===== config.mk =====
export PLATFORM = sky130hd
export DESIGN_NAME = rand_arbiter_flat
export DESIGN_NICKNAME = d
export VERILOG_FILES = /design/src/rtl/rand_arbiter_if.sv /design/src/rtl/rand_arbiter.sv /design/src/flat_wrapper.sv
export SDC_FILE = /design/constraint.sdc
export NUM_CORES = 1
export LEC_CHECK = 0
export BUFFER_PORTS_ARGS = -buffer_cell sky130_fd_sc_hd__buf_2
export CELL_PAD_IN_SITES_DETAIL_PLACEMENT = 1
export CELL_PAD_IN_SITES_GLOBAL_PLACEMENT = 2
export CORE_ASPECT_RATIO = 1.25
export CORE_MARGIN = 4
export CORE_UTILIZATION = 31
export CTS_CLUSTER_SIZE = 28
export DETAILED_ROUTE_END_ITERATION = 6
export PLACE_DENSITY = 0.85
export SLEW_MARGIN = 20
export SYNTH_ARGS = -nofsm -noshare
export SYNTH_HDL_FRONTEND = slang
export SYNTH_SLANG_ARGS = --single-unit

===== constraint.sdc =====
create_clock -name clk -period 2.6 [get_ports clk]
set_input_delay 0.39 -clock clk [delete_from_list [all_inputs] [get_ports clk]]
set_output_delay 0.39 -clock clk [all_outputs]
set_load 0.05 [all_outputs]

===== src/rtl/rand_arbiter_if.sv =====
// rand_arbiter_if: request/deliver bundle between consumers and the shared random-number server.
// Ports: req (level request per consumer), rvalid (one-hot delivery strobe), rdata (LFSR word),
//        busy (server stirring or delivering), seed_load/seed (optional reseed strobe and value).
interface rand_arbiter_if #(
  parameter int N_REQ = 4
);
  logic [N_REQ-1:0] req;
  logic [N_REQ-1:0] rvalid;
  logic signed [31:0] rdata;
  logic busy;
  logic seed_load;
  logic [31:0] seed;

  // Consumer side drives requests and the seed strobe.
  modport master (
    output req,
    output seed_load,
    output seed,
    input  rvalid,
    input  rdata,
    input  busy
  );

  // Server side.
  modport slave (
    input  req,
    input  seed_load,
    input  seed,
    output rvalid,
    output rdata,
    output busy
  );
endinterface


===== src/rtl/rand_arbiter.sv =====
// rand_arbiter: shared 32-bit Fibonacci LFSR served round-robin to N_REQ consumers.
// Latency: request seen in IDLE -> rvalid STEPS+1 cycles later; rvalid pulses spaced >= STEPS+2 cycles.
// Backpressure: consumers hold req high until served; dropping req mid-stir aborts that grant.
// Ports: clk, reset_n (async active-low), bus (rand_arbiter_if.slave: req, rvalid, rdata, busy,
//        seed_load, seed). Optional reseed feature enabled by defining RAND_SEED_LOAD_EN.
module rand_arbiter #(
  parameter int N_REQ = 4,
  parameter int STEPS = 8
) (
  input  logic          clk,
  input  logic          reset_n,
  rand_arbiter_if.slave bus
);

  localparam int GW = (N_REQ > 1) ? $clog2(N_REQ) : 1;
  localparam int CW = $clog2(STEPS) + 1;
  localparam logic [31:0] LFSR_SEED = 32'h0000ACE1;

  typedef enum logic [1:0] {
    IDLE    = 2'd0,
    STIR    = 2'd1,
    DELIVER = 2'd2
  } state_t;

  state_t        state, state_nx;
  logic [31:0]   lfsr, lfsr_nx;
  logic [CW-1:0] cnt, cnt_nx;
  logic [GW-1:0] gidx, gidx_nx;
  logic [GW-1:0] last, last_nx;
  logic [GW-1:0] winner;
  logic [GW-1:0] cand;
  logic          found;
  int            idx;
  logic          seed_go;
  logic [31:0]   seed_val;

  function automatic logic [31:0] lfsr_step(input logic [31:0] x);
    return {x[30:0], x[31] ^ x[0]};
  endfunction

`ifdef RAND_SEED_LOAD_EN
  // All-zero is a lock-up state for this LFSR, so a zero seed falls back to the reset seed.
  assign seed_go  = bus.seed_load;
  assign seed_val = (bus.seed == 32'd0) ? LFSR_SEED : bus.seed;
`else
  logic unused_seed;
  assign unused_seed = ^{bus.seed_load, bus.seed};
  assign seed_go     = 1'b0;
  assign seed_val    = LFSR_SEED;
`endif

  // Round-robin pick: first requester at last+1, last+2, ... wrapping modulo N_REQ.
  always_comb begin
    winner = last;
    found  = 1'b0;
    idx    = 0;
    cand   = '0;
    for (int i = 1; i <= N_REQ; i++) begin
      idx = int'(last) + i;
      if (idx >= N_REQ) idx = idx - N_REQ;
      cand = GW'(idx);
      if (!found && bus.req[cand]) begin
        winner = cand;
        found  = 1'b1;
      end
    end
  end

  always_comb begin
    state_nx = state;
    lfsr_nx  = lfsr;
    cnt_nx   = cnt;
    gidx_nx  = gidx;
    last_nx  = last;
    case (state)
      IDLE: begin
        if (seed_go) begin
          lfsr_nx = seed_val;
        end else if (|bus.req) begin
          gidx_nx  = winner;
          last_nx  = winner;
          cnt_nx   = CW'(STEPS - 1);
          state_nx = STIR;
        end
      end
      STIR: begin
        // The shift is taken even on the aborting edge; last is left pointing at the aborted grant.
        lfsr_nx = lfsr_step(lfsr);
        if (!bus.req[gidx]) begin
          state_nx = IDLE;
        end else if (cnt == '0) begin
          state_nx = DELIVER;
        end else begin
          cnt_nx = cnt - 1'b1;
        end
      end
      DELIVER: begin
        state_nx = IDLE;
      end
      default: begin
        state_nx = IDLE;
      end
    endcase
  end

  always_ff @(posedge clk or negedge reset_n) begin
    if (!reset_n) begin
      state <= IDLE;
      lfsr  <= LFSR_SEED;
      cnt   <= '0;
      gidx  <= '0;
      last  <= GW'(N_REQ - 1);
    end else begin
      state <= state_nx;
      lfsr  <= lfsr_nx;
      cnt   <= cnt_nx;
      gidx  <= gidx_nx;
      last  <= last_nx;
    end
  end

  // Outputs decode registered state only, so they cannot glitch on req changes.
  always_comb begin
    bus.rvalid = '0;
    if (state == DELIVER) bus.rvalid[gidx] = 1'b1;
  end

  assign bus.busy  = (state != IDLE);
  assign bus.rdata = lfsr;

endmodule


===== src/flat_wrapper.sv =====
// flat-port wrapper written by rule: the top's interface ports become plain ports
module rand_arbiter_flat 
#(
  parameter int N_REQ = 4,
  parameter int STEPS = 8
)
  (clk, reset_n, bus_req, bus_seed_load, bus_seed, bus_rvalid, bus_rdata, bus_busy);
  rand_arbiter_if #(.N_REQ(N_REQ)) bus_i ();
  input  logic clk;
  input  logic reset_n;
  input wire logic [$bits(bus_i.req)-1:0] bus_req;
  input wire logic [$bits(bus_i.seed_load)-1:0] bus_seed_load;
  input wire logic [$bits(bus_i.seed)-1:0] bus_seed;
  output wire logic [$bits(bus_i.rvalid)-1:0] bus_rvalid;
  output wire logic [$bits(bus_i.rdata)-1:0] bus_rdata;
  output wire logic [$bits(bus_i.busy)-1:0] bus_busy;
  assign bus_i.req = bus_req;
  assign bus_i.seed_load = bus_seed_load;
  assign bus_i.seed = bus_seed;
  assign bus_rvalid = bus_i.rvalid;
  assign bus_rdata = bus_i.rdata;
  assign bus_busy = bus_i.busy;
  rand_arbiter #(.N_REQ(N_REQ), .STEPS(STEPS)) u_core (.clk(clk), .reset_n(reset_n), .bus(bus_i));
endmodule

---- After elaboration in Yosys (flattened, before gate mapping) ----
Index checks and enable logic that the tools add are counted.
storage, ports and cells
  ROM bits ................................ 0
  latch bits .............................. 0
  logic and storage cells ................. 78
  register bits ........................... 42
  RAM bits ................................ 0
  input port bits ......................... 39
  output and inout bits ................... 37
  memories kept ........................... 0
operators by class
  $add $sub $neg .......................... 9
  order comparisons ....................... 10
  mux-type cells .......................... 32
  reduce and logical (&&, ||, !) cells .... 15
  equality and inequality tests ........... 6
  divide/modulo/power cells ............... 0
  bitwise gates (word level) .............. 1
  $mul .................................... 0
  shifts and indexed selects .............. 0
operators with widths
  kind                 count
  $mux 2               11
  $mux 4               4
  $lt 2x3->1 const B   5
  $bmux 1 s2           5
  $ge 3x3->1 const B   3
  $mux 1               9
  $pmux 4 s2           1
  $sub 2x1->2 const B  4
  $add 2x2->3 const B  2
  $add 2x3->4 const B  1
  $ge 4x3->1 const B   1
  $logic_and 1x1->1    4
  $logic_not 4->1      1
  $ne 2x1->1 const B   2
  $pmux 2 s2           1
  $reduce_and 2->1     2
  $reduce_and 4->1     1
  $reduce_bool 2->1    2
  $reduce_or 4->1      1
  $sub 4x1->4 const B  1
  $add 2x1->3 const B  1
  $logic_not 1->1      3
  $ne 3x3->1 const B   1
  $demux 1 s2          1
  other kinds (6)      6

---- Logic depth before layout (Yosys ltp) ----
  word-level depth ........................ 15
  gate-level depth with buffers ........... 5
  mapped depth without buffers ............ 5

---- Worst setup path before layout ----
Ideal clock, no wire load.
  path type ............................... register to output
  from .................................... register u_core.state[0]
  to ...................................... output port bus_rvalid[0]
  data required time ...................... 2210 ps
  data arrival time ....................... 1722 ps
  path buffers ............................ 0
  cell stages (with the launch flop) ...... 3
  slack ................................... 488 ps
  cells stage by stage .................... dfrtp_1 nor2b_1 nor3b_1
on the way
  word-level cells in the longest chain between the ends .. 2
ends and longest elaborated chain
  element                 RTL line             RTL
  start, declared         rand_arbiter.sv:25   state_t state, state_nx;
  start signal, assigned  rand_arbiter.sv:114  state <= state_nx;
  $eq 2x2->1              rand_arbiter.sv:125  if (state == DELIVER) bus.rvalid[gidx] = 1'b1;
  $mux 4                  rand_arbiter.sv:125
  end, declared           flat_wrapper.sv:14   output wire logic [$bits(bus_i.rvalid)-1:0] bus_rvalid;
Every way passes these cells.

---- Final worst setup path ----
  from .................................... register u_core.state[1]
  to ...................................... output port bus_rvalid[0]
Same word-level chain as after synthesis.

==> impl_metrics.tcl <==
set metrics [dict create \
    max_stage_delay_ns 0.40 \
    synth_warnings 0 \
    fp.dieW_um 75.5 \
    tns_ns 0 \
    avgSynthCellArea_um2 13.4 \
    ant_nets 0 \
    finalHoldViolCount 0 \
    drive_above_1_share_pct 54.7 \
    crit_family "simple AND/OR/NAND/NOR gates" \
    post_cts_buffers 0 \
    total_power_uw 1730 \
    n_antenna_cell 0 \
    yosysSeqAreaShare_pct 60.2 \
    vias 1167 \
    setup_violations 0 \
    hold_path.class "input port to asynchronous set/reset pin" \
    maxSlewViolCount 0 \
    r2r-start "u_core.gidx[0]" \
    drt_iter0_markers 36 \
    grtUsageTotal_pct 10.5 \
    cts_resized 0 \
    syn_inst 132 \
    place.gp.congestion 0.721 \
    fin_nets 218 \
    grt_max_degree 43 \
    floorplan.initialDensity_pct 32.3 \
    drt_wl_total_um 3390 \
    cts_buffer_depth 2 \
    fmax_ghz 0.553 \
    synth_nets 172 \
    port_buffers 42 \
    skew_ns 0.00665 \
    ir_drop_mv 0.521 \
    cp-end-kind "output port" \
    arrival_ns 1.42 \
    viasPerCell 4.80 \
    required_ns 2.21 \
    first_pass_iters 2 \
    antenna_found_initial 0 \
    drc 0 \
    syn2layout_area_growth_pct 21.8 \
    clock_latency_ns 0.29 \
    async_flop_share_pct 100 \
    grt_pass1_wl_um 5790 \
    worstPathMaxFanout 4 \
    wire_per_inst_um 14.0 \
    whs_ns 0.228 \
    cts_made_buffers 5 \
    post-route-min-period_ns 1.81 \
    synth_edf_count 0 \
    ys_types 30 \
    cp_slowest_cell "dfrtp_1" \
    tightest_slew_ns 0.910 \
    max_cap_violations 0 \
    num_rows 30 \
    clock_sinks 42 \
    ys.flop_type "dfrtp_1" \
    rsz0062_at_grt "false" \
    r2r-end "u_core.cnt[3]" \
    run_status "finished clean" \
    fp.coreArea_um2 5480 \
    crit_chain "nor2b_1, nor3b_1, buf_2" \
    slew_headroom_pct 39.3 \
    crit_type "register to output port" \
    root_buffer "clkbuf_8" \
    die_area_um2 6980 \
    htree_levels 2 \
    cts.reportedPaths.clkPinSlew_ns 0.08 \
    ys_ff_latch 42 \
    worst_r2r_path_depth 4 \
    reg2reg_setup_slack_ns 0.95 \
    p_leak_uw 0.00116 \
    power_density_nw_per_um2 803 \
    grt_remaining_overflow 0 \
    pin_count 76 \
    critPathBufInv 1 \
    dpl.hpwl_um 2440 \
    path_depth 3 \
    die_h_um 92.4 \
    synth.cell_area_um2 1770 \
    cts_tree "built" \
    cts_hold_buffers 0 \
    cp-start-kind "register" \
    grt_pass1_vias 1220 \
    min_period_over_period_pct 69.5 \
]
-- registers in the layout, indices dropped and copies added (netlist names) --
register and flops:
u_core.bus.rdata 32, u_core.cnt 4, u_core.gidx 2, u_core.last 2
u_core.state 2
-- cells by family after synthesis --
group	synth area share [%]
AND/OR/NAND/NOR	9.62
AO/OA/AOI/OAI	5.73
adder cells (fa/ha/maj)	0.708
XOR/XNOR	0.495
buffers and inverters	1.70
flip-flops	60.2
multiplexers	21.6
-- report_power, final --
group / internal (uW) / total [uW] / switching [uW]
sequential: 730 / 799 / 68.7
clock: 188 / 410 / 222
combinational: 237 / 520 / 283
total: 1160 / 1730 / 574
-- final cells by class --
| class | instances | area, um^2 |
|---|---|---|
| clock inverter | 3 | 21.3 |
| fill | 613 | 3330 |
| tap | 64 | 80.1 |
| multi-input combinational | 84 | 682 |
| sequential | 42 | 1060 |
| timing repair buffer | 43 | 230 |
| clock buffer | 5 | 68.8 |
| inverter | 2 | 7.51 |
-- synth_stat cells, drive strengths merged, types with 2 or more instances --
| master | instances | area share [%] |
|---|---|---|
| a31oi | 2 | 0.71 |
| mux2 | 31 | 20 |
| a21oi | 2 | 0.57 |
| o21ai | 3 | 0.85 |
| nor2b | 4 | 1.4 |
| nand2 | 8 | 1.7 |
| dfrtp | 32 | 45 |
| and3 | 4 | 1.6 |
| nor2 | 10 | 2.1 |
| buf | 4 | 1.3 |
| inv | 2 | 0.42 |
| a21o | 3 | 1.3 |
| nand3 | 2 | 0.57 |
| dfstp | 10 | 15 |
| nand2b | 2 | 0.71 |
-- cells in the final DEF, fill, tap and decap left out, drive strengths merged, types with 2 or more instances in the layout --
| cell type | Yosys | final |
|---|---|---|
| nand2b | 2 | 2 |
| dfrtp | 32 | 32 |
| a21oi | 2 | 2 |
| clkbuf | 0 | 5 |
| o21ai | 3 | 3 |
| mux2 | 31 | 31 |
| buf | 4 | 43 |
| a31oi | 2 | 2 |
| nand2 | 8 | 8 |
| dfstp | 10 | 10 |
| inv | 2 | 2 |
| a21o | 3 | 3 |
| nand3 | 2 | 2 |
| and3 | 4 | 4 |
| nor2b | 4 | 4 |
| clkinv | 0 | 2 |
| nor2 | 10 | 10 |
-- metrics by stage --
step | setup slack, ns | instances | util, % | instance area [um^2]
after global routing | 0.708 | 243 | 39.3 | 2150
after global placement | 0.933 | 235 | 37.6 | 2060
after detailed placement | 0.908 | 235 | 37.6 | 2060
after floorplan | 0.488 | 132 | - | 1770
after CTS | 0.767 | 243 | 39.3 | 2150
final | 0.792 | 243 | 39.3 | 2150
-- layer usage --
metal / wire length [um] / GRT usage [%] / up-vias / share of wire (%)
li1: - / - / 555 / -
met1: 1450 / 13.9 / 571 / 43
met2: 1640 / 16.0 / 37 / 48
met3: 272 / 3.80 / 4 / 8.0
met4: 34 / 3.06 / 0 / 1.0
met5: 0 / 0 / - / 0
-- worst reg2reg max path, delay by kind of cell, from the launching register on --
family           cells  cell delay, ns
AO/OA/AOI/OAI        1            0.18
flip-flops           1            0.44
multiplexers         1            0.57
AND/OR/NAND/NOR      2            0.34
-- worst max path at each step --
stage | from | end | slack [ns]
after global placement | bus_req[3] | u_core.cnt[2] | 0.93
after detailed placement | bus_req[3] | u_core.cnt[3] | 0.91
final | u_core.state[1] | bus_rvalid[0] | 0.79
after global routing | u_core.state[1] | bus_rvalid[0] | 0.71
after floorplan | u_core.state[0] | bus_rvalid[0] | 0.49
after CTS | u_core.state[1] | bus_rvalid[0] | 0.77
Power figures use the tool's default switching activity.
